--- config.mk ---
export PLATFORM = sky130hd
export DESIGN_NAME = uart_rx_pkt_ctrl
export DESIGN_NICKNAME = d
export VERILOG_FILES = /design/src/rtl/uart_rx_pkt_ctrl.sv
export SDC_FILE = /design/constraint.sdc
export NUM_CORES = 1
export LEC_CHECK = 0
export CORE_ASPECT_RATIO = 1.5
export CORE_UTILIZATION = 50
export DETAILED_ROUTE_END_ITERATION = 8
export HOLD_SLACK_MARGIN = 0.03
export PLACE_DENSITY = 0.77
export SLEW_MARGIN = 20
export SYNTH_ARGS = -nofsm -noshare
export SYNTH_HDL_FRONTEND = slang
export SYNTH_SLANG_ARGS = --single-unit
export TNS_END_PERCENT = 20
--- constraint.sdc ---
create_clock -name clk -period 5.05 [get_ports clk]
set_input_delay 0.505 -clock clk [delete_from_list [all_inputs] [get_ports clk]]
set_output_delay 0.505 -clock clk [all_outputs]
set_load 0.05 [all_outputs]
--- src/rtl/uart_rx_pkt_ctrl.sv ---
// Packet framer behind the byte-level UART receiver: parses [HEADER][LEN][PAYLOAD][CSUM],
// verifies the XOR checksum and holds good packets for a valid/ready consumer.
module uart_rx_pkt_ctrl #(
    parameter logic [7:0] HEADER  = 8'hA5,
    parameter int         MAX_LEN = 8,
    parameter int         TIMEOUT = 50000
) (
    input  logic                   clk,
    input  logic                   rst,
    input  logic                   rx_finish,
    input  logic                   rx_error,
    input  logic [7:0]             rx_data,
    input  logic                   pkt_ready,
    output logic                   pkt_valid,
    output logic [3:0]             pkt_len,
    output logic [8*MAX_LEN-1:0]   pkt_payload,
    output logic                   busy,
    output logic                   err_csum,
    output logic                   err_len,
    output logic                   err_frame,
    output logic                   err_timeout,
    output logic                   err_overrun
);

    typedef enum logic [2:0] {IDLE, LEN, PAYLOAD, CSUM, HOLD} state_t;

    localparam logic [15:0] TMO_LAST = 16'(TIMEOUT - 1);

    state_t      state, state_nx;
    logic [3:0]  idx;
    logic [7:0]  acc;
    logic [15:0] tmo_cnt;
    logic        byte_evt, timed, len_ok, tmo_clr;
    logic        clr_pkt, ld_len, st_byte;
    logic        csum_nx, len_nx, frame_nx, tmo_nx, ovr_nx;

    // rx_error wins over a simultaneous rx_finish
    assign byte_evt  = rx_finish && !rx_error;
    assign timed     = (state == LEN) || (state == PAYLOAD) || (state == CSUM);
    assign len_ok    = (rx_data != 8'd0) && (rx_data <= 8'(MAX_LEN));
    assign tmo_clr   = byte_evt || (state_nx != state);
    assign pkt_valid = (state == HOLD);
    assign busy      = (state != IDLE);

    always_comb begin
        state_nx = state;
        clr_pkt  = 1'b0;
        ld_len   = 1'b0;
        st_byte  = 1'b0;
        csum_nx  = 1'b0;
        len_nx   = 1'b0;
        frame_nx = 1'b0;
        tmo_nx   = 1'b0;
        ovr_nx   = 1'b0;
        case (state)
            IDLE: begin
                if (byte_evt && rx_data == HEADER) begin
                    clr_pkt  = 1'b1;
                    state_nx = LEN;
                end
            end
            LEN: begin
                if (byte_evt) begin
                    if (len_ok) begin
                        ld_len   = 1'b1;
                        state_nx = PAYLOAD;
                    end else begin
                        len_nx   = 1'b1;
                        state_nx = IDLE;
                    end
                end
            end
            PAYLOAD: begin
                if (byte_evt) begin
                    st_byte = 1'b1;
                    if (idx == pkt_len - 4'd1) state_nx = CSUM;
                end
            end
            CSUM: begin
                if (byte_evt) begin
                    if (rx_data == acc) begin
                        state_nx = HOLD;
                    end else begin
                        csum_nx  = 1'b1;
                        state_nx = IDLE;
                    end
                end
            end
            HOLD: begin
                // every byte arriving here is lost, even on the handshake cycle
                if (byte_evt)  ovr_nx   = 1'b1;
                if (pkt_ready) state_nx = IDLE;
            end
            default: state_nx = IDLE;
        endcase
        if (timed) begin
            if (rx_error) begin
                frame_nx = 1'b1;
                state_nx = IDLE;
            end else if (!byte_evt && tmo_cnt == TMO_LAST) begin
                tmo_nx   = 1'b1;
                state_nx = IDLE;
            end
        end
    end

    always_ff @(posedge clk) begin
        if (rst) begin
            state       <= IDLE;
            idx         <= '0;
            acc         <= '0;
            tmo_cnt     <= '0;
            pkt_len     <= '0;
            pkt_payload <= '0;
            err_csum    <= 1'b0;
            err_len     <= 1'b0;
            err_frame   <= 1'b0;
            err_timeout <= 1'b0;
            err_overrun <= 1'b0;
        end else begin
            state       <= state_nx;
            err_csum    <= csum_nx;
            err_len     <= len_nx;
            err_frame   <= frame_nx;
            err_timeout <= tmo_nx;
            err_overrun <= ovr_nx;
            if (tmo_clr)    tmo_cnt <= '0;
            else if (timed) tmo_cnt <= tmo_cnt + 16'd1;
            if (clr_pkt) begin
                pkt_payload <= '0;
                idx         <= '0;
                acc         <= '0;
            end
            if (ld_len) begin
                pkt_len <= rx_data[3:0];
                acc     <= rx_data;
            end
            if (st_byte) begin
                acc <= acc ^ rx_data;
                idx <= idx + 4'd1;
                for (int i = 0; i < MAX_LEN; i++)
                    if (idx == 4'(i)) pkt_payload[8*i +: 8] <= rx_data;
            end
        end
    end

endmodule

Yosys cells after proc, flatten, opt, wreduce, memory -nomap -nowiden

Cells that the tools add are included.

Register bits after elaboration: 104
Bits of input ports: 13
Logic and storage cells: 96

Add/sub/neg operators: 3
Order comparisons: 1
Eq/ne operators: 16
Multiplexer cells: 38
Bitwise gates (word level): 6
Reductions and logical operators: 21

Operators by type and width:

| cell                                                | number |
|---|---|
| 2-to-1 mux 64 bit                                   | 2 |
| 2-to-1 mux 8 bit                                    | 11 |
| 2-to-1 mux 3 bit                                    | 10 |
| adder 16 x 1 -> 16 bit, second input constant       | 1 |
| == test 16 bit, second input constant               | 1 |
| == test 4 x 3 -> 1 bit, second input constant       | 4 |
| one-hot mux 3 bit (5 select lines)                  | 1 |
| 2-to-1 mux 1 bit                                    | 11 |
| OR reduction 3 bit                                  | 3 |
| == test 4 x 2 -> 1 bit, second input constant       | 2 |
| == test 8 bit                                       | 1 |
| == test 8 bit, second input constant                | 1 |
| <= comparator 8 x 4 -> 1 bit, second input constant | 1 |
| 2-to-1 mux 4 bit                                    | 2 |
| nonzero test 8 bit                                  | 1 |
| XOR 8 bit                                           | 1 |
| == test 3 x 2 -> 1 bit, second input constant       | 2 |
| nonzero test 3 bit                                  | 2 |
| OR reduction 2 bit                                  | 3 |
| inverter 1 bit                                      | 5 |
| adder 4 x 1 -> 4 bit, second input constant         | 1 |
| == test 4 x 1 -> 1 bit, second input constant       | 1 |
| == test 4 bit                                       | 1 |
| logical AND 1 bit                                   | 4 |
| other kinds (10)                                    | 13 |

Logic depth before layout (Yosys ltp)

Gate-level depths: netlist (run 1).

Word-level depth: 11
Mapped depth: 7

Worst setup path after synthesis (run 1)

OpenSTA, ideal clock, no wires.

Path type: input to register
From: in rx_data[1]
To: reg acc[0]
Arrival: 1946 ps
Data required time: 4990 ps
Setup slack: 3044 ps
Stages on the path: 6
Path buffers: 2
Cell sequence: buf_2 or4_4 and3_1 buf_6 a2111oi_4 a311o_1

Longest elaborated chain between the ends: 7
Elaborated cells between the ends (all ways): 13

Ends and longest elaborated chain:

| element                                                            | line | RTL |
|---|---|---|
| from (decl)                                                        | 12   | `input logic [7:0] rx_data,` |
| <= comparator 8 x 4 -> 1 bit or nonzero test 8 bit (tied branches) | 40   | `assign len_ok = (rx_data != 8'd0) && (rx_data <= 8'(MAX_LEN));` |
| logical AND 1 bit                                                  | 40   |  |
| 2-to-1 mux 1 bit                                                   | 64   | `if (len_ok) begin` |
| 2-to-1 mux 1 bit                                                   | 63   | `if (byte_evt) begin` |
| 2-to-1 mux 1 bit                                                   | 55   | `case (state)` |
| 2-to-1 mux 8 bit                                                   | 134  | `if (ld_len) begin` |
| 2-to-1 mux 8 bit                                                   | 138  | `if (st_byte) begin` |
| to (signal assigned)                                               | 136  | `acc <= rx_data;` |
| to (signal assigned)                                               | 139  | `acc <= acc ^ rx_data;` |
| to (decl)                                                          | 31   | `logic [7:0] acc;` |

Several ways; a longest one is shown, not always the timed one.
A chain may end at the register's enable or synchronous reset.

Worst setup path in the final report (run 1)

From: in rx_data[6]
To: reg pkt_payload[30]

Longest elaborated chain between the ends: 7

Ends and longest elaborated chain:

| element                         | line | RTL |
|---|---|---|
| == test 8 bit                   | 57   | `if (byte_evt && rx_data == HEADER) begin` |
| logical AND 1 bit               | 57   |  |
| 2-to-1 mux 1 bit                | 57   |  |
| 2-to-1 mux 1 bit                | 55   |  |
| 2-to-1 mux 64 bit               | 129  | `if (clr_pkt) begin` |
| 2-to-1 mux 8 bit                | 142  | `if (idx == 4'(i)) pkt_payload[8*i +: 8] <= rx_data;` |
| 2-to-1 mux 64 bit *             | 138  |  |
| to (signal, indexed assignment) | 142  |  |
| to (decl)                       | 16   | `output logic [8*MAX_LEN-1:0] pkt_payload,` |

Every way passes the cells marked *; elsewhere a longest branch is shown, timed or not.

==> metrics.cfg, run 1 <==
[run_status]
status = finished clean

[clock_network]
htreeDepth = 3
numCtsBuffers = 9
cts_setup_buffers = 0
cts_hold_buf = 0
clk_latency_ps = 350
cts_root_buf = clkbuf_16
cts_num_sinks = 104
cts_tree = built
clk_pin_slew_ps = 70
cts_resized = 0
clockBufferDepth = 2

[power]
clkPwrFrac = 0.490
ir_drop_uv = 196
netSwitchingPower_w = 0.000361
switching_share = 0.208
comb_power_share = 0.037
p_per_area_nw_per_um2 = 292
seq_power_share = 0.473
power.internal_w = 0.00137
leakage_nw = 1.85

[setup_path]
critPathMaxFanout = 45
timing.rr.start = state[0]
r2r-end = pkt_payload[30]
cp-end-kind = register
crit_arrival_ps = 3330
startpoint_type = input port
reg2reg_setup_slack_ps = 2430
reg2reg_depth = 5
critPathKind = input port to register
required_ps = 5250

[route]
drt_wl_total_microns = 13200
num_vias = 4470
drt_first_iter_violations = 335
drc = 0
via_per_inst = 5.98
dr.pass1.iters = 5
ant_nets = 0
wl_per_cell_microns = 17.7

[grt]
overflow = 0
antenna_found_initial = 0
grt_pass1_wl_microns = 21200
grt_util_all_layers = 0.282
grt_max_degree = 70
grt_pass1_vias = 4327

[placed_design]
dp_hpwl_microns = 8900
finalWeightedCongestion = 0.930
port_buffers = 87
dp.cells = 732

[floorplan]
die_area_sq_um = 9810
rows = 43
floorplan.initialDensity = 0.511
die_w_microns = 81.2
core_area_sq_um = 9200
io_pins = 88
die_y_microns = 121

[synth]
postSynth.asyncResetShare = 0
synth_nets = 593
netlist_instances = 574
synth.avg_cell_area_sq_um = 8.19
synth_seq_cells = 104
yosysWarnings = 0
synthDistinctLibCells = 50
synthFlopType = dfxtp_1
synth_area_sq_um = 4700
synth_edf_count = 0
yosysSeqAreaShare = 0.443

[sta]
hold_viol = 0
fin_crit_ps = 3140
final.setup_skew_ps = 8.70
relSlewSlack = 0.370
slew_viol_final = 0
rsz0062_at_grt = false
max_freq_ghz = 0.319
min_period_over_period = 0.621
setup_tns_ps = 0
finalSetupViolCount = 0
whs_ps = 466
tightestPinTransition_ps = 943

[cells_and_area]
syn_to_final_growth_pct = 26.4
drive_above_1_share = 0.0535
final_cell_mix = dfxtp_1, a21oi_1, clkdlybuf4s50_1, nand2_1, nand3_1
num_antenna_cells = 0
fin_cells = 748
final.fill_count = 760
fin_nets = 650
final_common_cell = dfxtp_1

[hold_path]
hold_start = pkt_payload[28]
min_path_type = register to register
min_to = pkt_payload[28]
hold_depth = 2

[run]
drv_cap = 0

-- how the worst max path moves through the flow --
stage / to / from / slack, ps
after global routing: pkt_payload[30] / rx_data[3] / 1790
after detailed placement: pkt_payload[30] / rx_data[6] / 1650
after floorplan: acc[0] / rx_data[1] / 3040
final: pkt_payload[30] / rx_data[6] / 1910
after global placement: pkt_payload[24] / rx_data[3] / 1780
after CTS: pkt_payload[30] / rx_data[6] / 2020
-- metal layers --
metal	GRT usage	vias to the layer above	wire (microns)	share of wire
met5	0	-	0	0
met4	0.163	0	616	0.047
met3	0.0528	56	589	0.045
met2	0.494	170	6990	0.53
met1	0.309	2085	5020	0.38
li1	-	2159	-	-
-- cell type report --
class / instances / area (sq um) / share of cell area
Clock buffer: 9 / 225 / 0.0379
Clock inverter: 7 / 141 / 0.0238
Inverter: 12 / 45.0 / 0.00758
Multi-Input combinational cell: 408 / 2380 / 0.400
Sequential cell: 104 / 2080 / 0.350
Tap cell: 112 / 140 / 0.0236
Timing Repair Buffer: 96 / 933 / 0.157
-- worst max-delay path, cell delays in order --
cell and delay, ps:
clkdlybuf4s50_1 850, nor3_1 350, nand4_1 780, buf_4 590, nand3_1 150, a21oi_1 90
-- through the flow --
step / util / area, sq um / total power [W] / worst slack (ps)
6_report: 0.646 / 5940 / 0.00173 / 1910
3_3_place_gp: 0.606 / 5570 / 0.000900 / 1780
4_1_cts: 0.646 / 5940 / 0.00174 / 2020
3_5_place_dp: 0.606 / 5570 / 0.000901 / 1650
2_1_floorplan: - / 4700 / 0.000875 / 3040
5_1_grt: 0.646 / 5940 / 0.00177 / 1790
-- logic make-up after synthesis --
family / after synthesis / synth area share
compound gates: 127 / 0.162
simple gates: 246 / 0.271
flops: 104 / 0.443
fa+ha+maj: 6 / 0.0160
xor+xnor: 28 / 0.0521
buf+inv: 62 / 0.0543
mux: 1 / 0.00213
-- flip-flops by register name, indices dropped and copies added, names as in the netlist --
register	cells
pkt_payload	64
tmo_cnt	16
acc	8
idx	4
pkt_len	4
state	3
err_csum	1
err_frame	1
err_len	1
err_overrun	1
err_timeout	1
-- synthesized netlist by cell type (all sizes together), types with 2 or more instances --
| master | number | area share |
|---|---|---|
| ha | 6 | 0.016 |
| o22ai | 2 | 0.0027 |
| xor2 | 6 | 0.011 |
| and3 | 4 | 0.0053 |
| a311oi | 2 | 0.0037 |
| a22oi | 5 | 0.0080 |
| nand4 | 19 | 0.025 |
| clkbuf | 35 | 0.028 |
| nor3 | 11 | 0.012 |
| a311o | 2 | 0.0043 |
| nand2b | 2 | 0.0027 |
| a21oi | 88 | 0.094 |
| buf | 15 | 0.017 |
| nor4 | 8 | 0.011 |
| nor2 | 12 | 0.0096 |
| a2111oi | 2 | 0.012 |
| dfxtp | 104 | 0.44 |
| nor4b | 4 | 0.0074 |
| xnor2 | 22 | 0.041 |
| o211ai | 2 | 0.0032 |
| and4 | 9 | 0.017 |
| o21a | 2 | 0.0032 |
| a211oi | 2 | 0.0032 |
| inv | 12 | 0.0096 |
| or3 | 11 | 0.015 |
| nand3 | 78 | 0.084 |
| nor2b | 2 | 0.0027 |
| nor4bb | 4 | 0.0085 |
| nand2 | 77 | 0.061 |
| o21ai | 10 | 0.011 |
-- power groups by stage --
stage	clock [W]	sequential [W]	combinational (W)
2_1_floorplan	0	0.000839	0.0000368
6_report	0.000850	0.000820	0.0000647
3_3_place_gp	0	0.000839	0.0000619
5_1_grt	0.000886	0.000819	0.0000678
4_1_cts	0.000856	0.000820	0.0000629
3_5_place_dp	0	0.000839	0.0000629
Power figures use the tool's default switching activity.
==> run 2: changes to the inputs <==
- CORE_UTILIZATION: 50 -> 47
- PLACE_DENSITY: 0.77 -> 0.76
- clock period: 5.05 -> 2.6 ns (I/O delays scaled with it)
==> run 2 against run 1 <==
Effect of this change: register-to-register slack worse by 2000 ps; sequential cell count stayed put; global-route usage is 3.0 points lower; first-iteration DRC count is 36% lower; die area is 6.2% higher; largest cell class unchanged; via count is 0.85% higher; core utilization is 3.0 points lower; power is 77% higher; combinational power is 110% higher; sequential share of layout area is 0.15 points lower; sequential power is 94% higher.
==> metrics.cfg, run 2 (synthesis gave the netlist of run 1 again) <==
[sta]
slew_viol_final = 0
finalSetupViolCount = 0
relSlewSlack = 0.581
fin_crit_ps = 2290
final.setup_skew_ps = 4.83
max_freq_ghz = 0.438
rsz0062_at_grt = false
tightestPinTransition_ps = 629
whs_ps = 221
min_period_over_period = 0.879
setup_tns_ps = 0
hold_viol = 0

[placed_design]
port_buffers = 87
finalWeightedCongestion = 0.896
dp_hpwl_microns = 8900
dp.cells = 749

[clock_network]
clockBufferDepth = 2
cts_num_sinks = 104
cts_hold_buf = 0
cts_resized = 0
clk_latency_ps = 350
cts_root_buf = clkbuf_16
cts_setup_buffers = 0
cts_tree = built
clk_pin_slew_ps = 70
htreeDepth = 3
numCtsBuffers = 9

[floorplan]
floorplan.initialDensity = 0.485
core_area_sq_um = 9690
io_pins = 88
die_w_microns = 83.7
rows = 44
die_y_microns = 125
die_area_sq_um = 10400

[grt]
grt_util_all_layers = 0.253
grt_max_degree = 65
antenna_found_initial = 0
overflow = 0
grt_pass1_vias = 4450
grt_pass1_wl_microns = 21300

[setup_path]
crit_arrival_ps = 2030
critPathMaxFanout = 14
reg2reg_setup_slack_ps = 480
required_ps = 2340
cp-end-kind = output pin
startpoint_type = register
critPathKind = register to output pin

[hold_path]
min_path_type = input port to register

[cells_and_area]
final_common_cell = dfxtp_1
reg.largest.list = pkt_payload (64), tmo_cnt (16), acc (8)
fin_cells = 763
final.fill_count = 850
final_cell_mix = dfxtp_1, a21oi_1, clkdlybuf4s50_1, nand2_1, nand3_1
largest_reg_flops = 64
fin_nets = 664
num_antenna_cells = 0
syn_to_final_growth_pct = 26.9
drive_above_1_share = 0.0679
regMostFlops = pkt_payload

[route]
dr.pass1.iters = 5
wl_per_cell_microns = 16.7
via_per_inst = 5.91
num_vias = 4508
drc = 0
drt_first_iter_violations = 216
drt_wl_total_microns = 12700
ant_nets = 0

[power]
p_per_area_nw_per_um2 = 515
ir_drop_uv = 438
power_w = 0.00307
leakage_nw = 1.88

[run]
drv_cap = 0

[run_status]
status = finished clean

-- run 2: cell types whose count changed in the layout (fill, tap and decap cells not counted) --
cell        previous run  this run
buf_4                  9        23
bufinv_16              4         1
clkbuf_1               0         1
clkbuf_8               0         1
clkinv_4               0         1
clkinvlp_4             1         0
inv_6                  1         0
o21ai_1                7         8
o21ai_2                1         0
-- run 2: per-layer routing --
| metal | global-route usage | vias to the layer above | share of wire | wire, microns |
|---|---|---|---|---|
| met4 | 0.112 | 0 | 0.025 | 313 |
| met3 | 0.0471 | 26 | 0.049 | 623 |
| met2 | 0.450 | 148 | 0.53 | 6820 |
| met5 | 0 | - | 0 | 0 |
| met1 | 0.291 | 2144 | 0.39 | 4990 |
| li1 | - | 2190 | - | - |
-- run 2: worst paths after layout --
kind / from / to / depth (start not counted)
setup / recovery: state[2] / pkt_valid / 3
hold / removal: rst / state[2] / 2
setup reg to reg: state[1] / pkt_payload[32] / 5
hold reg to reg: pkt_payload[20] / pkt_payload[20] / 2
-- run 2: cell type report --
class / instances / area [sq um] / area share
Clock buffer: 11 / 243 / 0.0407
Clock inverter: 3 / 43.8 / 0.00734
Inverter: 12 / 45.0 / 0.00755
Multi-Input combinational cell: 408 / 2370 / 0.397
Sequential cell: 104 / 2080 / 0.349
Tap cell: 115 / 144 / 0.0241
Timing Repair Buffer: 110 / 1040 / 0.174
-- run 2: worst max-delay path, stage by stage (launching register included) --
cell and delay, ps:
dfxtp_1 600, nand2_1 190, inv_1 90, clkdlybuf4s50_1 790
-- run 2: stage by stage --
step | worst slack (ps) | cell area [sq um] | utilization
6_report | 315 | 5970 | 0.616
3_5_place_dp | 203 | 5680 | 0.586
5_1_grt | 209 | 5970 | 0.616
4_1_cts | 311 | 5970 | 0.616
3_3_place_gp | 217 | 5680 | 0.586
2_1_floorplan | 839 | 4700 | -
-- run 2: where the power goes --
| part | switching, W | internal [W] | total, W |
|---|---|---|---|
| Combinational | 0.0000901 | 0.0000434 | 0.000133 |
| Sequential | 0.000000135 | 0.00159 | 0.00159 |
| Clock | 0.000584 | 0.000763 | 0.00135 |
| Total | 0.000674 | 0.00240 | 0.00307 |
==> run 3: changes to the inputs <==
- CORE_UTILIZATION: 47 -> 40
- PLACE_DENSITY: 0.76 -> 0.66
==> run 3 against run 2 <==
Effect of this change: global-route usage shrank 3.4 points; wire length up 2.6%; critical path depth stayed put; sequential share of layout area down 0.38 points; maximum frequency decreased by 1.8%; sequential power about the same; clock power up 5%; critical endpoint unchanged; highest routed layer unchanged.
==> metrics.cfg, run 3 (synthesis gave the netlist of run 1 again) <==
[run]
drv_cap = 0

[setup_path]
critPathKind = register to output pin
startpoint_type = register
cp-end-kind = output pin
required_ps = 2340
crit_arrival_ps = 2070
critPathMaxFanout = 14

[placed_design]
port_buffers = 87
dp_hpwl_microns = 9240
finalWeightedCongestion = 0.805
placed_cell_area_sq_um = 5720

[sta]
min_period_over_period = 0.895
tightestPinTransition_ps = 564
rsz0062_at_grt = false
slew_viol_final = 0
hold_viol = 0
relSlewSlack = 0.623
setup_tns_ps = 0
max_freq_ghz = 0.430
finalSetupViolCount = 0
final.setup_skew_ps = 10.1
fin_crit_ps = 2330

[grt]
grt_util_all_layers = 0.218
grt_max_degree = 54
antenna_found_initial = 0
overflow = 0
grt_pass1_vias = 4267
grt_pass1_wl_microns = 21300

[clock_network]
clk_latency_ps = 350
cts_root_buf = clkbuf_16
cts_setup_buffers = 0
cts_tree = built
numCtsBuffers = 9
cts_resized = 0
clockBufferDepth = 2
clk_pin_slew_ps = 80
htreeDepth = 3
cts_hold_buf = 0
cts_num_sinks = 104

[route]
drt_first_iter_violations = 284
via_per_inst = 5.65
wl_per_cell_microns = 16.4
drc = 0
drt_wl_total_microns = 13100
num_vias = 4507
dr.pass1.iters = 4
ant_nets = 0

[cells_and_area]
final_common_cell = dfxtp_1
syn_to_final_growth_pct = 28.3
largest_reg_flops = 64
final_cell_mix = dfxtp_1, a21oi_1, clkdlybuf4s50_1, nand2_1, nand3_1
reg.largest.list = pkt_payload (64), tmo_cnt (16), acc (8)
num_antenna_cells = 0
stdcell_area_sq_um = 6030
regMostFlops = pkt_payload
fin_nets = 662
drive_above_1_share = 0.0694

[floorplan]
io_pins = 88
core_area_sq_um = 11500
die_area_sq_um = 12200
die_y_microns = 135
rows = 48
floorplan.initialDensity = 0.410
die_w_microns = 90.5

[power]
ir_drop_uv = 331
p_per_area_nw_per_um2 = 521
leakage_nw = 1.88

[run_status]
status = finished clean

[hold_path]
min_path_type = input port to register

## run 3: path summary, 6_finish.rpt
path,startpoint,endpoint,slack (ps),cells after the start
max,state[2],pkt_valid,270,3
min,rst,state[2],260,2
max reg2reg,state[0],acc[6],550,6
min reg2reg,pkt_payload[28],pkt_payload[28],470,2
## run 3: layout make-up
type | count | area [sq um]
clock buffers | 9 | 225
fillers | 1074 | 5440
flip-flops and latches | 104 | 2080
clock inverters | 7 | 86.3
repair buffers | 108 | 1040
multi-input cells | 408 | 2370
inverters | 12 | 45.0
well taps | 150 | 188
## run 3: layer usage
layer | global-route usage | wire length [microns] | vias to the layer above | share of wire
met5 | 0 | 0 | - | 0
met4 | 0.105 | 350 | 0 | 0.027
met3 | 0.0287 | 583 | 26 | 0.045
met2 | 0.387 | 6800 | 148 | 0.52
met1 | 0.259 | 5340 | 2144 | 0.41
li1 | - | - | 2189 | -
## run 3: worst max-delay path: stages, from the launching register on
cell and delay (ps):
dfxtp_1 620, nand2_1 200, inv_1 90, clkdlybuf4s50_1 800
## run 3: through the flow
step / hold WS (ps) / util / total power (W) / setup slack [ps] / std cells
final: 260 / 0.526 / 0.00315 / 274 / 798
after global routing: 267 / 0.526 / 0.00323 / 168 / 798
after CTS: 251 / 0.526 / 0.00316 / 279 / 798
after detailed placement: 459 / 0.499 / 0.00176 / 185 / 782
after global placement: 456 / 0.499 / 0.00176 / 218 / 782
after floorplan: 443 / - / 0.00170 / 839 / 574
## run 3: power by group
group	switching (W)	internal, W	leakage (nW)	total [W]
clock	0.000654	0.000769	0.150	0.00142
sequential	0.000000133	0.00159	0.837	0.00159
combinational	0.0000913	0.0000405	0.895	0.000132
